## src/rtl/multi_channel_trace_logger.sv

```systemverilog
// rtl/multi_channel_trace_logger.sv - packs N trace channels into words, captures trigger, writes trace RAM
module multi_channel_trace_logger #(
   parameter int WORD_WIDTH = 32,
   parameter int MAX_TRACES = 8,
   parameter int ADDR_WIDTH = 5
) (
   input  logic                            CLK_I,
   input  logic                            RST_NI,
   input  logic                            CONF_UPDATE_I,
   input  logic                            MODE_I,
   input  logic [$clog2(MAX_TRACES):0]     NTRACE_I,
   input  logic [ADDR_WIDTH-1:0]           DELAY_I,
   input  logic                            TRIG_I,
   input  logic [MAX_TRACES-1:0]           TRACE_I,
   input  logic                            WRITE_ALLOW_I,
   output logic                            WRITE_O,
   output logic [ADDR_WIDTH-1:0]           WRITE_PTR_O,
   output logic [WORD_WIDTH-1:0]           DMEM_O,
   output logic                            TRG_EVENT_O,
   output logic [$clog2(WORD_WIDTH)-1:0]   EVENT_POS_O,
   output logic [ADDR_WIDTH-1:0]           EVENT_ADDR_O,
   output logic                            DONE_O,
   output logic                            OVERFLOW_O
);

   localparam int LMAX = $clog2(MAX_TRACES);
   localparam int NW   = LMAX + 1;
   localparam int PW   = $clog2(WORD_WIDTH);

   typedef enum logic [1:0] {ST_IDLE, ST_ARMED, ST_POST, ST_DONE} state_t;

   state_t                  state_q, state_d;
   logic                    mode_q;
   logic [NW-1:0]           ntr_q;
   logic [ADDR_WIDTH-1:0]   delay_q;
   logic [PW-1:0]           fill_q;
   logic [WORD_WIDTH-1:0]   asm_q;
   logic [WORD_WIDTH-1:0]   out_q;
   logic                    pending_q;
   logic [ADDR_WIDTH-1:0]   ptr_q;
   logic [ADDR_WIDTH-1:0]   dcnt_q;
   logic                    trg_q;
   logic [PW-1:0]           epos_q;
   logic [ADDR_WIDTH-1:0]   eaddr_q;
   logic                    ovf_q;

   logic [NW-1:0]           ntr_in;
   logic                    sampling;
   logic [MAX_TRACES:0]     one_hot;
   logic [MAX_TRACES:0]     lane_lim;
   logic [MAX_TRACES-1:0]   chan_mask;
   logic [PW-1:0]           bit_off;
   logic [WORD_WIDTH-1:0]   samp_w;
   logic [WORD_WIDTH-1:0]   mask_w;
   logic [WORD_WIDTH-1:0]   asm_d;
   logic [PW:0]             s_cnt;
   logic [PW:0]             last_fill;
   logic                    cmpl;
   logic                    trig_hit;
   logic                    wr;

   // Datapath helpers: channel mask, sample placement, word completion, trigger and write qualifiers
   always_comb begin
      ntr_in    = (NTRACE_I > NW'(LMAX)) ? NW'(LMAX) : NTRACE_I;
      sampling  = ~CONF_UPDATE_I & ((state_q == ST_ARMED) | (state_q == ST_POST));
      one_hot   = (MAX_TRACES+1)'(1) << (32'd1 << ntr_q);
      lane_lim  = one_hot - (MAX_TRACES+1)'(1);
      chan_mask = lane_lim[MAX_TRACES-1:0];
      bit_off   = fill_q << ntr_q;
      samp_w    = WORD_WIDTH'(TRACE_I & chan_mask) << bit_off;
      mask_w    = WORD_WIDTH'(chan_mask) << bit_off;
      asm_d     = (asm_q & ~mask_w) | samp_w;
      s_cnt     = (PW+1)'(WORD_WIDTH) >> ntr_q;
      last_fill = s_cnt - (PW+1)'(1);
      cmpl      = sampling & (fill_q == last_fill[PW-1:0]);
      trig_hit  = sampling & (state_q == ST_ARMED) & TRIG_I & ~trg_q;
      wr        = pending_q & WRITE_ALLOW_I;
   end

   // Capture state register
   always_ff @(posedge CLK_I) begin
      if (!RST_NI) begin
         state_q <= ST_IDLE;
      end else begin
         state_q <= state_d;
      end
   end

   // Next-state: trigger starts the post-trigger phase in trace mode; the last counted word ends it
   always_comb begin
      state_d = state_q;
      case (state_q)
         ST_ARMED: begin
            if (trig_hit && !mode_q) begin
               state_d = (cmpl && (delay_q == '0)) ? ST_DONE : ST_POST;
            end
         end
         ST_POST: begin
            if (cmpl && (dcnt_q == '0)) begin
               state_d = ST_DONE;
            end
         end
         default: state_d = state_q;
      endcase
      if (CONF_UPDATE_I) begin
         state_d = ST_ARMED;
      end
   end

   // Config latch, word assembly, write handshake, overflow, trigger capture and post-trigger count
   always_ff @(posedge CLK_I) begin
      if (!RST_NI) begin
         mode_q    <= 1'b0;
         ntr_q     <= '0;
         delay_q   <= '0;
         fill_q    <= '0;
         asm_q     <= '0;
         out_q     <= '0;
         pending_q <= 1'b0;
         ptr_q     <= '0;
         dcnt_q    <= '0;
         trg_q     <= 1'b0;
         epos_q    <= '0;
         eaddr_q   <= '0;
         ovf_q     <= 1'b0;
      end else if (CONF_UPDATE_I) begin
         mode_q    <= MODE_I;
         ntr_q     <= ntr_in;
         delay_q   <= DELAY_I;
         fill_q    <= '0;
         asm_q     <= '0;
         pending_q <= 1'b0;
         ptr_q     <= '0;
         dcnt_q    <= '0;
         trg_q     <= 1'b0;
         epos_q    <= '0;
         eaddr_q   <= '0;
         ovf_q     <= 1'b0;
      end else begin
         if (wr) begin
            pending_q <= 1'b0;
            ptr_q     <= ptr_q + ADDR_WIDTH'(1);
         end
         if (sampling) begin
            asm_q  <= asm_d;
            fill_q <= cmpl ? '0 : fill_q + PW'(1);
         end
         if (cmpl) begin
            out_q     <= asm_d;
            pending_q <= 1'b1;
            if (pending_q && !WRITE_ALLOW_I) begin
               ovf_q <= 1'b1;
            end
         end
         if (trig_hit) begin
            trg_q   <= 1'b1;
            epos_q  <= bit_off;
            // a word still pending will have been written before the trigger word lands
            eaddr_q <= ptr_q + ADDR_WIDTH'(pending_q);
            if (!mode_q) begin
               dcnt_q <= (cmpl && (delay_q != '0)) ? delay_q - ADDR_WIDTH'(1) : delay_q;
            end
         end else if ((state_q == ST_POST) && cmpl && (dcnt_q != '0)) begin
            dcnt_q <= dcnt_q - ADDR_WIDTH'(1);
         end
      end
   end

   assign WRITE_O      = wr;
   assign WRITE_PTR_O  = ptr_q;
   assign DMEM_O       = out_q;
   assign TRG_EVENT_O  = trg_q;
   assign EVENT_POS_O  = epos_q;
   assign EVENT_ADDR_O = eaddr_q;
   assign DONE_O       = (state_q == ST_DONE) & ~pending_q;
   assign OVERFLOW_O   = ovf_q;

endmodule
```

## config.mk

```make
export PLATFORM = sky130hd
export DESIGN_NAME = multi_channel_trace_logger
export DESIGN_NICKNAME = d
export VERILOG_FILES = /design/src/rtl/multi_channel_trace_logger.sv
export SDC_FILE = /design/constraint.sdc
export NUM_CORES = 1
export LEC_CHECK = 0
export ABC_AREA = 0
export CAP_MARGIN = 20
export CORE_MARGIN = 1.5
export CORE_UTILIZATION = 51
export DETAILED_ROUTE_END_ITERATION = 16
export PLACE_DENSITY = 0.74
export SYNTH_ARGS = -nofsm -noshare
export SYNTH_HDL_FRONTEND = slang
export SYNTH_SLANG_ARGS = --single-unit
```

## constraint.sdc

```tcl
create_clock -name CLK_I -period 3.7 [get_ports CLK_I]
set_input_delay 0.925 -clock CLK_I [delete_from_list [all_inputs] [get_ports CLK_I]]
set_output_delay 0.925 -clock CLK_I [all_outputs]
set_load 0.03 [all_outputs]
```

==> flow_summary.toml <==
[finish]
multi_input_area_um2 = 3750
final_cell_mix = "103 x dfxtp_1, 82 x o21ai_0, 76 x nor2_1, 74 x nand2_1, 73 x clkdlybuf4s50_1"
fillers = 1023
layout_commonest_cell = "dfxtp_1"
drive_gt1_frac = 0.111
final_util = 0.646
register_area_um2 = 2090
n_antenna_cell = 0
syn_to_final_growth_pct = 23.2
fin_nets = 869

[logic_synthesis]
synth_top_area_share = 0.346
synth_edf_count = 0
synth_area_um2 = 6010
netlist_instances = 775
syn_nets = 811
synth_largest_area_cell = "dfxtp_1"
async_flop_share = 0
avgSynthCellArea_um2 = 7.76
ys_seq_area_frac = 0.346
synth_area_leaders = "dfxtp_1 35%, o21ai_0 6.9%, a21oi_1 5.8%"
synth_seq_cells = 104
ys_warn_count = 0
ys.flop_type = "dfxtp_1"
synth.distinct_cells = 80

[setup_path]
rr_worst_depth = 13
cp_max_fo = 8
cp_cell_sequence = "inv_1 -> nand3_1 -> ha_2 -> or3b_2 -> or3_4 -> ha_4 -> or3_1 -> and3_1 -> a211oi_4 -> o31ai_4 -> o221a_1 -> a2111oi_4 -> a21oi_1"
r2r-start = "ntr_q[0]"
cp_top_family = "simple AND/OR/NAND/NOR gates"
endpoint_kind = "register"
start_kind = "register"
cp.arrival_ps = 3800
worst-setup-path-type = "reg -> reg"
critPathSlowestCell = "or3b_2"
path_buf_inv = 1
r2r_end = "asm_q[20]"
max_stage_delay_ps = 470
reg2reg_slack_ps = 140
required_ps = 3940

[routing]
postRouteAntennaNets = 0
drtIter0Drc = 635
drt-total-wl_mm = 19.3
vias = 6207
drc_errors = 0
wl_per_cell_um = 19.7
drt_first_pass_iters = 6
via_per_inst = 6.33

[sta]
finalCriticalPeriod_ps = 3560
rsz0062_at_grt = "true"
clock_skew_ps = 6.82
slew_headroom = 0.495
finalSetupTns_ps = 0
hold_violations = 0
fmax_mhz = 281
setup-violations-final = 0
finalCritPeriodShare = 0.962
worstMarginPinSlew_ps = 757
holdWs_ps = 456
finalMaxSlewViolations = 0

[min_path]
min_path_cells = 2
hold_end = "EVENT_POS_O[0]"
worstHoldStart = "EVENT_POS_O[0]"
hold_class = "reg -> reg"

[clock_tree]
cts_buffers = 9
cts.htree.levels = 3
cts_buffer_depth = 2
clock_latency_ps = 360
clk_pin_slew_ps = 70
cts_sinks = 104
cts-root-buf = "clkbuf_16"
cts_tree = "built"

[floorplanning]
die-area_um2 = 12400
start_util = 0.524
die_h_um = 112
core-area_um2 = 11500
rows = 39
die_w_um = 112
boundaryPins = 74

[power_and_ir_drop]
cellLeakagePower_nw = 2.65
cellPowerDensity_nw_per_um2 = 356
ir_drop_mv = 0.388

[global_routing]
grt_max_degree = 39
antenna_found_initial = 0
grt_usage = 0.312
grt_pass1_vias = 5943
grt_pass1_wl_mm = 31.3
grt_overflow = 0

[run_status]
status = "complete, no violations"

[placement]
hpwl_mm = 13.8
gp_congestion = 0.985
port_buffers = 73

[run]
max-cap-violations = 0
## cell usage after synthesis, drive strengths merged (4+ instances only)
| cell type | instances |
|---|---|
| nor3b | 5 |
| xor2 | 11 |
| nand3b | 5 |
| xnor2 | 7 |
| nor2b | 15 |
| a31oi | 22 |
| o21ai | 88 |
| nor3 | 18 |
| a21oi | 71 |
| a211oi | 8 |
| buf | 24 |
| nand3 | 37 |
| o221a | 5 |
| nor2 | 79 |
| o22ai | 5 |
| o211ai | 9 |
| ha | 13 |
| dfxtp | 104 |
| clkbuf | 33 |
| mux2i | 18 |
| inv | 15 |
| or3 | 4 |
| and2 | 6 |
| nand2 | 75 |
| a22o | 5 |
| and3 | 7 |
| or2 | 4 |
| nand2b | 10 |
| o31ai | 8 |
| nand4 | 4 |
| mux2 | 7 |
## state kept, by name, indices dropped and copies added, names as in the netlist
name,cells
asm_q,32
state_q,2
EVENT_POS_O,5
TRG_EVENT_O,1
mode_q,1
DMEM_O,32
EVENT_ADDR_O,5
ntr_q,4
fill_q,5
delay_q,5
dcnt_q,5
pending_q,1
OVERFLOW_O,1
WRITE_PTR_O,5
## metrics by stage
stage | total power [mW] | cell area [um^2] | worst slack (ps) | std cells
after detailed placement | 1.50 | 6930 | 14.7 | 964
after floorplan | 1.39 | 6030 | 47.2 | 775
final | 2.63 | 7410 | 139 | 981
after CTS | 2.62 | 7280 | 39.3 | 980
after global placement | 1.50 | 6930 | 91.9 | 964
after global routing | 2.71 | 7410 | -3.86 | 981
## worst register-to-register path, delay by kind of cell, from the launching register on
| family | cells | cell delay [ps] |
|---|---|---|
| and+or+nand+nor | 5 | 1570 |
| AOI/OAI and AO/OA | 5 | 1000 |
| adders and majority gates | 2 | 400 |
| DFF | 1 | 390 |
| buffers and inverters | 1 | 90 |
## power by group
group          switching (mW)  total [mW]  internal, mW
Combinational           0.216       0.349         0.133
Clock                   0.461        1.13         0.670
Sequential             0.0163        1.15          1.14
## repair_timing
item,4_1_cts,5_1_grt
pin swaps,0,2
hold buffers,0,0
buffers inserted,0,1
gates cloned,0,0
setup endpoints to repair,1,37
gates resized for setup,1,21
## layout make-up
cell class	instances	share of cell area
Clock buffer	9	0.0304
Clock inverter	7	0.0167
Inverter	15	0.00760
Multi-Input combinational cell	599	0.506
Sequential cell	104	0.282
Tap cell	143	0.0242
Timing Repair Buffer	104	0.133
## metal layers
layer	track usage	vias to the layer above	part of all wire
li1	-	2942	-
met1	0.422	2955	0.44
met2	0.505	272	0.46
met3	0.0621	38	0.077
met4	0.0996	0	0.022
met5	0	-	0
## cells by family after synthesis
kind of cell,after synthesis,share of synthesized area
muxes,26,0.0468
and+or+nand+nor,280,0.227
AOI/OAI and AO/OA,262,0.274
xor gates and xnor gates,18,0.0262
adders and majority gates,13,0.0271
DFF,104,0.346
buffers and inverters,72,0.0518
## how the worst max path moves through the flow
| stage | from | to | slack [ps] | depth (start not counted) |
|---|---|---|---|---|
| 6_report | ntr_q[0] | asm_q[20] | 140 | 13 |
| 4_1_cts | ntr_q[0] | DMEM_O[12] | 40 | 13 |
| 3_5_place_dp | ntr_q[0] | DMEM_O[10] | 10 | 13 |
| 3_3_place_gp | ntr_q[0] | DMEM_O[10] | 90 | 13 |
| 5_1_grt | ntr_q[0] | DMEM_O[10] | -4 | 13 |
| 2_1_floorplan | ntr_q[3] | DMEM_O[10] | 50 | 15 |
Power figures use the tool's default switching activity.
